$ cat config.mk
export PLATFORM = sky130hd
export DESIGN_NAME = rom_region_loader_flat
export DESIGN_NICKNAME = d
export VERILOG_FILES = /design/src/rtl/rom_region_loader_if.sv /design/src/rtl/rom_region_loader.sv /design/src/flat_wrapper.sv
export SDC_FILE = /design/constraint.sdc
export NUM_CORES = 1
export LEC_CHECK = 0
export ABC_AREA = 1
export BUFFER_PORTS_ARGS = -buffer_cell sky130_fd_sc_hd__buf_2
export CAP_MARGIN = 10
export CORE_ASPECT_RATIO = 0.6
export CORE_MARGIN = 5
export CORE_UTILIZATION = 40
export DETAILED_ROUTE_END_ITERATION = 8
export GPL_TIMING_DRIVEN = 0
export PLACE_DENSITY = 0.71
export SLEW_MARGIN = 20
export SYNTH_ARGS = -nofsm -noshare
export SYNTH_HDL_FRONTEND = slang
export SYNTH_SLANG_ARGS = --single-unit
$ cat constraint.sdc
create_clock -name clk_49m -period 2.2 [get_ports clk_49m]
set_clock_uncertainty 0.2 [all_clocks]
set_input_delay 0.11 -clock clk_49m [delete_from_list [all_inputs] [get_ports clk_49m]]
set_output_delay 0.11 -clock clk_49m [all_outputs]
set_load 0.02 [all_outputs]
$ cat src/rtl/rom_region_loader_if.sv
// ioctl download stream plus registered ROM-side write bus.
// master: ioctl source and ROM sink. slave: the loader.
interface rom_region_loader_if #(
    parameter int NUM_REGIONS = 4,
    parameter int ADDR_W      = 25
);
    logic                   ioctl_download;
    logic [ADDR_W-1:0]      ioctl_addr;
    logic [7:0]             ioctl_data;
    logic                   ioctl_wr;
    logic [NUM_REGIONS-1:0] cs_o;
    logic                   wr_o;
    logic [23:0]            addr_o;
    logic [7:0]             data_o;
    logic                   busy;
    logic                   done;
    logic [NUM_REGIONS-1:0] region_loaded;
    logic                   err_unmapped;

    modport master (
        output ioctl_download, ioctl_addr, ioctl_data, ioctl_wr,
        input  cs_o, wr_o, addr_o, data_o,
        input  busy, done, region_loaded, err_unmapped
    );

    modport slave (
        input  ioctl_download, ioctl_addr, ioctl_data, ioctl_wr,
        output cs_o, wr_o, addr_o, data_o,
        output busy, done, region_loaded, err_unmapped
    );
endinterface

$ cat src/rtl/rom_region_loader.sv
// ROM download decoder: maps ioctl byte writes onto NUM_REGIONS windows.
// Ports: clk_49m, reset (sync, active high), bus (slave modport):
//   ioctl_* in; cs_o/wr_o/addr_o/data_o registered write, 1-cycle latency;
//   busy/done session state; region_loaded fill flags; err_unmapped sticky.
module rom_region_loader #(
    parameter int NUM_REGIONS = 4,
    parameter int ADDR_W      = 25,
    parameter logic [NUM_REGIONS*ADDR_W-1:0] REGION_BASE =
        {25'h6000, 25'h4000, 25'h2000, 25'h0000},
    parameter logic [NUM_REGIONS*5-1:0] REGION_LOG2 =
        {5'd12, 5'd13, 5'd13, 5'd13}
) (
    input logic                 clk_49m,
    input logic                 reset,
    rom_region_loader_if.slave  bus
);
    localparam int OW = (ADDR_W > 24) ? ADDR_W : 24;

    typedef enum logic [1:0] {
        S_IDLE,
        S_LOAD,
        S_DONE
    } state_t;

    state_t state;
    state_t state_n;
    logic   dl_q;
    logic   in_win;
    logic   clr;

    logic [NUM_REGIONS-1:0] hit;
    logic [NUM_REGIONS-1:0] sel;
    logic [NUM_REGIONS-1:0] loaded;
    logic [OW-1:0]          off [NUM_REGIONS];
    logic [OW-1:0]          sel_off;
    logic                   found;
    logic                   acc;
    logic                   acc_hit;
    logic                   unmapped;

    always_ff @(posedge clk_49m) begin
        if (reset) begin
            state <= S_IDLE;
            dl_q  <= 1'b0;
        end else begin
            state <= state_n;
            dl_q  <= bus.ioctl_download;
        end
    end

    always_comb begin
        state_n = state;
        unique case (state)
            S_IDLE: if (bus.ioctl_download) state_n = S_LOAD;
            S_LOAD: if (dl_q && !bus.ioctl_download) state_n = S_DONE;
            S_DONE: if (!dl_q && bus.ioctl_download) state_n = S_LOAD;
            default: state_n = S_IDLE;
        endcase
    end

    // The accept window includes the falling-edge cycle of LOADING, so a
    // write coincident with download dropping still lands.
    always_comb begin
        bus.busy = (state == S_LOAD);
        bus.done = (state == S_DONE);
        in_win   = (state == S_LOAD) || (state_n == S_LOAD);
        clr      = (state == S_DONE) && (state_n == S_LOAD);
    end

    for (genvar g = 0; g < NUM_REGIONS; g++) begin : g_reg
        localparam int L = int'(REGION_LOG2[g*5 +: 5]);
        localparam logic [ADDR_W-1:0] BASE = REGION_BASE[g*ADDR_W +: ADDR_W];
        // One extra bit so a window ending at 2^ADDR_W does not wrap.
        localparam logic [ADDR_W:0] LAST =
            {1'b0, BASE} + ((ADDR_W+1)'(1) << L);

        logic [L:0] cnt;

        assign hit[g] = (bus.ioctl_addr >= BASE) &&
                        ({1'b0, bus.ioctl_addr} < LAST);
        assign off[g] = OW'(bus.ioctl_addr - BASE);

        // Saturates at 2^L, so the MSB alone marks the region as full.
        always_ff @(posedge clk_49m) begin
            if (reset) begin
                cnt <= '0;
            end else if (clr) begin
                cnt <= (L+1)'(acc_hit && sel[g]);
            end else if (acc_hit && sel[g] && !cnt[L]) begin
                cnt <= cnt + 1'b1;
            end
        end

        assign loaded[g] = cnt[L];
    end

    always_comb begin
        sel     = '0;
        sel_off = '0;
        found   = 1'b0;
        for (int i = 0; i < NUM_REGIONS; i++) begin
            if (hit[i] && !found) begin
                sel[i]  = 1'b1;
                sel_off = off[i];
                found   = 1'b1;
            end
        end
    end

    assign acc      = bus.ioctl_wr && in_win;
    assign acc_hit  = acc && found;
    assign unmapped = acc && !found;
    assign bus.region_loaded = loaded;

    always_ff @(posedge clk_49m) begin
        if (reset) begin
            bus.wr_o         <= 1'b0;
            bus.cs_o         <= '0;
            bus.addr_o       <= '0;
            bus.data_o       <= '0;
            bus.err_unmapped <= 1'b0;
        end else begin
            bus.wr_o <= acc_hit;
            bus.cs_o <= acc_hit ? sel : '0;
            if (acc_hit) begin
                bus.addr_o <= sel_off[23:0];
                bus.data_o <= bus.ioctl_data;
            end
            if (clr) begin
                bus.err_unmapped <= unmapped;
            end else if (unmapped) begin
                bus.err_unmapped <= 1'b1;
            end
        end
    end
endmodule

$ cat src/flat_wrapper.sv
// flat-port wrapper written by rule: the top's interface ports become plain ports
module rom_region_loader_flat 
#(
    parameter int NUM_REGIONS = 4,
    parameter int ADDR_W      = 25,
    parameter logic [NUM_REGIONS*ADDR_W-1:0] REGION_BASE =
        {25'h6000, 25'h4000, 25'h2000, 25'h0000},
    parameter logic [NUM_REGIONS*5-1:0] REGION_LOG2 =
        {5'd12, 5'd13, 5'd13, 5'd13}
)
  (clk_49m, reset, bus_ioctl_download, bus_ioctl_addr, bus_ioctl_data, bus_ioctl_wr, bus_cs_o, bus_wr_o, bus_addr_o, bus_data_o, bus_busy, bus_done, bus_region_loaded, bus_err_unmapped);
  rom_region_loader_if #(.NUM_REGIONS(NUM_REGIONS), .ADDR_W(ADDR_W)) bus_i ();
  input logic clk_49m;
  input logic reset;
  input wire logic [$bits(bus_i.ioctl_download)-1:0] bus_ioctl_download;
  input wire logic [$bits(bus_i.ioctl_addr)-1:0] bus_ioctl_addr;
  input wire logic [$bits(bus_i.ioctl_data)-1:0] bus_ioctl_data;
  input wire logic [$bits(bus_i.ioctl_wr)-1:0] bus_ioctl_wr;
  output wire logic [$bits(bus_i.cs_o)-1:0] bus_cs_o;
  output wire logic [$bits(bus_i.wr_o)-1:0] bus_wr_o;
  output wire logic [$bits(bus_i.addr_o)-1:0] bus_addr_o;
  output wire logic [$bits(bus_i.data_o)-1:0] bus_data_o;
  output wire logic [$bits(bus_i.busy)-1:0] bus_busy;
  output wire logic [$bits(bus_i.done)-1:0] bus_done;
  output wire logic [$bits(bus_i.region_loaded)-1:0] bus_region_loaded;
  output wire logic [$bits(bus_i.err_unmapped)-1:0] bus_err_unmapped;
  assign bus_i.ioctl_download = bus_ioctl_download;
  assign bus_i.ioctl_addr = bus_ioctl_addr;
  assign bus_i.ioctl_data = bus_ioctl_data;
  assign bus_i.ioctl_wr = bus_ioctl_wr;
  assign bus_cs_o = bus_i.cs_o;
  assign bus_wr_o = bus_i.wr_o;
  assign bus_addr_o = bus_i.addr_o;
  assign bus_data_o = bus_i.data_o;
  assign bus_busy = bus_i.busy;
  assign bus_done = bus_i.done;
  assign bus_region_loaded = bus_i.region_loaded;
  assign bus_err_unmapped = bus_i.err_unmapped;
  rom_region_loader #(.NUM_REGIONS(NUM_REGIONS), .ADDR_W(ADDR_W), .REGION_BASE(REGION_BASE), .REGION_LOG2(REGION_LOG2)) u_core (.clk_49m(clk_49m), .reset(reset), .bus(bus_i));
endmodule
==> qor.tcl <==
set qor(run_status) {finished, final reports clean}
set qor(startpoint_type) {input port}
set qor(detailedPlace.worstSlack_ns) 0.0222
set qor(number_of_enable_flip_flop_cells_after_synthesis) 0
set qor(clock_network_latency_to_the_later_pin_of_the_worst_skew_pair_ns) 0.34
set qor(power_per_cell_area_nw_per_um2) 563
set qor(clock_slew_at_reported_path_ffs_ns) 0.07
set qor(cap_viol_max_count) 0
set qor(dominant_cell_by_count_in_the_synthesized_netlist) {sky130_fd_sc_hd__nand2_1}
set qor(p_leak_uw) 0.00255
set qor(flow.area_growth_from_synthesis_pct) 23.3
set qor(ios) 81
set qor(drt_iter0_markers) 274
set qor(synth_top_cell_area_share_pct) 38.3
set qor(final_min_period_over_clock_period_pct) 96.4
set qor(drtAntennaViolNets) 0
set qor(final_nets) 876
set qor(max-slew-margin-rel_pct) 61.2
set qor(buffer_ports.inserted) 78
set qor(viasPerCell) 4.87
set qor(place.gp.congestion) 0.875
set qor(floorplan.initialDensity_pct) 41.2
set qor(syn-cell-area_sq_um) 5010
set qor(design.die.area_sq_um) 14900
set qor(tritoncts_clock_tree) {built}
set qor(synth.ff_latch_count) 96
set qor(pin_count_of_the_biggest_net_entering_global_routing) 18
set qor(r2r_slack_ns) 0.15
set qor(postSynthNetCount) 761
set qor(synth_area_leader_cell) {sky130_fd_sc_hd__dfxtp_1}
set qor(drt_first_pass_iters) 4
set qor(async_set_or_reset_register_ratio_after_synthesis_pct) 0
set qor(totalPowerFinal_uw) 3480
set qor(multi_input_area_sq_um) 2640
set qor(drive_above_1_share_pct) 19.4
set qor(ys_warn_count) 0
set qor(number_of_inserted_filler_cells_in_the_final_layout) 1182
set qor(timing_worst_slew_pin_value_ns) 0.577
set qor(min_period_ns) 2.12
set qor(register_area_sq_um) 1920
set qor(die_width_um) 155
set qor(max_freq_ghz) 0.471
set qor(detailroute.via_count) 4865
set qor(postSynthAreaPerCell_sq_um) 7.01
set qor(routed_wirelength_um) 12800
set qor(antenna_cells_inserted) 0
set qor(numClockSinks) 96
set qor(synth_top_cells_by_count) {sky130_fd_sc_hd__nand2_1 (166), sky130_fd_sc_hd__dfxtp_1 (96), sky130_fd_sc_hd__nor2_1 (93), sky130_fd_sc_hd__a21oi_1 (65), sky130_fd_sc_hd__inv_1 (64)}
set qor(hold_ws_ns) 0.0848
set qor(vdd.ir_drop.worst_mv) 0.359
set qor(detailed_place.area_sq_um) 5610
set qor(netlist_top_cells_area) {sky130_fd_sc_hd__dfxtp_1 (38%), sky130_fd_sc_hd__nand2_1 (12%), sky130_fd_sc_hd__nor2_1 (7.0%)}
set qor(cts-root-to-sink-buffers) 2
set qor(vias_in_the_first_global_route) 4401
set qor(ys.flop_type) {sky130_fd_sc_hd__dfxtp_1}
set qor(synth-seq-area-share_pct) 38.3
set qor(core_area_sq_um) 12200
set qor(cts_root_buffer) {sky130_fd_sc_hd__clkbuf_16}
set qor(grt_first_pass_wirelength_um) 21700
set qor(worst_hold_path_class) {in -> reg}
set qor(antenna_found_initial) 0
set qor(gr-usage-all-layers_pct) 17.3
set qor(timing.critical_path.required_ns) 2.22
set qor(drc) 0
set qor(synth_cell_types) 34
set qor(critical_path_peak_fanout) 10
set qor(grt.overflow.total) 0
set qor(drt_wl_cell_um) 12.8
set qor(final_hold_viol_count) 0
set qor(crit_arrival_ns) 2.14
set qor(timing_worst_setup_path_type) {in -> reg}
set qor(finalWorstSetupSlack_ns) 0.0788
set qor(floorplan.rows) 31
set qor(numCtsBuffers) 9
set qor(final_design_area_no_fill_sq_um) 6180
set qor(finalSetupViolCount) 0
set qor(netlist_instances) 715
set qor(place.detailed.hpwl_um) 9480
set qor(final-max-slew-violation-count) 0
set qor(cts_htree_levels) 3
set qor(setup.worst_path.end_class) {flop}
set qor(dieHeight_um) 96.7
through the flow:
stage	cells	TNS, ns	utilization, %
after global routing	1000	-0.00820	50.8
after detailed placement	958	0	46.1
after floorplan	715	0	-
after CTS	997	0	50.3
final	1000	0	50.8
after global placement	958	0	46.1
placed cells by master (no fill, tap or decap), types with 6 or more instances in the layout:
master and count:
sky130_fd_sc_hd__a21oi_1 64, sky130_fd_sc_hd__clkbuf_16 9, sky130_fd_sc_hd__buf_4 9, sky130_fd_sc_hd__nor2_1 91
sky130_fd_sc_hd__nor2_2 9, sky130_fd_sc_hd__dfxtp_1 96, sky130_fd_sc_hd__inv_2 11, sky130_fd_sc_hd__nand2_1 165
sky130_fd_sc_hd__dlygate4sd3_1 23, sky130_fd_sc_hd__buf_2 83, sky130_fd_sc_hd__ha_1 9, sky130_fd_sc_hd__nand3_1 61
sky130_fd_sc_hd__xor2_1 27, sky130_fd_sc_hd__xnor2_1 9, sky130_fd_sc_hd__nand4_1 6, sky130_fd_sc_hd__buf_6 6
sky130_fd_sc_hd__o21ai_1 6, sky130_fd_sc_hd__inv_1 62, sky130_fd_sc_hd__nor3_1 19, sky130_fd_sc_hd__o21ai_0 26
path summary, 6_finish.rpt:
path                            cells past startpoint                       to              startpoint
worst min register to register                      2    u_core.bus.addr_o[23]   u_core.bus.addr_o[23]
worst min-delay path                                6    u_core.bus.addr_o[18]      bus_ioctl_addr[16]
worst max-delay path                               12       u_core.bus.cs_o[1]      bus_ioctl_addr[13]
worst max register to register                      7  u_core.g_reg[1].cnt[11]  u_core.g_reg[1].cnt[0]
critical path, cell delays in order:
cell and delay [ns]:
sky130_fd_sc_hd__dlygate4sd3_1 0.54, sky130_fd_sc_hd__buf_2 0.17, sky130_fd_sc_hd__ha_1 0.25, sky130_fd_sc_hd__nand2_1 0.08, sky130_fd_sc_hd__nand2_1 0.06, sky130_fd_sc_hd__inv_2 0.06
sky130_fd_sc_hd__nand3_4 0.10, sky130_fd_sc_hd__nand3_4 0.12, sky130_fd_sc_hd__nand2_4 0.09, sky130_fd_sc_hd__buf_6 0.15, sky130_fd_sc_hd__buf_6 0.15, sky130_fd_sc_hd__nor3_1 0.27
power breakdown:
part | total, uW | switching [uW] | internal (uW) | leakage [uW]
registers | 1750 | 4.33 | 1740 | 0.000774
clock network | 1530 | 715 | 814 | 0.000141
logic | 210 | 124 | 85.2 | 0.00163
total | 3480 | 844 | 2640 | 0.00255
per-layer routing:
metal | GRT usage, % | part of all wire (%)
met5 | 0 | 0
met4 | 3.60 | 1.0
met3 | 3.79 | 6.7
met2 | 24.2 | 40
met1 | 26.9 | 52
sequential cells by signal, indices dropped and copies added (netlist names):
| name | flops |
|---|---|
| u_core.bus.addr_o | 24 |
| u_core.bus.cs_o | 4 |
| u_core.bus.data_o | 8 |
| u_core.bus.err_unmapped | 1 |
| u_core.bus.wr_o | 1 |
| u_core.dl_q | 1 |
| u_core.g.cnt | 55 |
| u_core.state | 2 |
cells by family (layout without fill, tap and decap cells):
logic type | after synthesis | count (layout) | synth area share [%]
xor+xnor | 36 | 36 | 6.29
buf+inv | 102 | 222 | 9.23
flops | 96 | 96 | 38.3
fa+ha+maj | 9 | 9 | 2.25
simple gates | 372 | 372 | 33.8
compound gates | 100 | 100 | 10.1
cell type report:
type | count | share of cell area (%)
multi-input combinational | 517 | 42.7
sequential | 96 | 31.1
timing repair buffer | 104 | 10.4
inverter | 74 | 4.53
clock buffer | 10 | 3.86
tap | 165 | 3.34
buffer | 28 | 3.28
clock inverter | 6 | 0.809
what timing repair did:
action | in CTS | in global routing
pin swaps | 0 | 2
endpoints found under the setup margin | 1 | 58
gates resized for setup | 1 | 20
hold buffers | 23 | 0
setup buffers | 0 | 3
endpoints found under the hold margin | 25 | 0
Note: power is estimated with default switching activity, not from simulation.
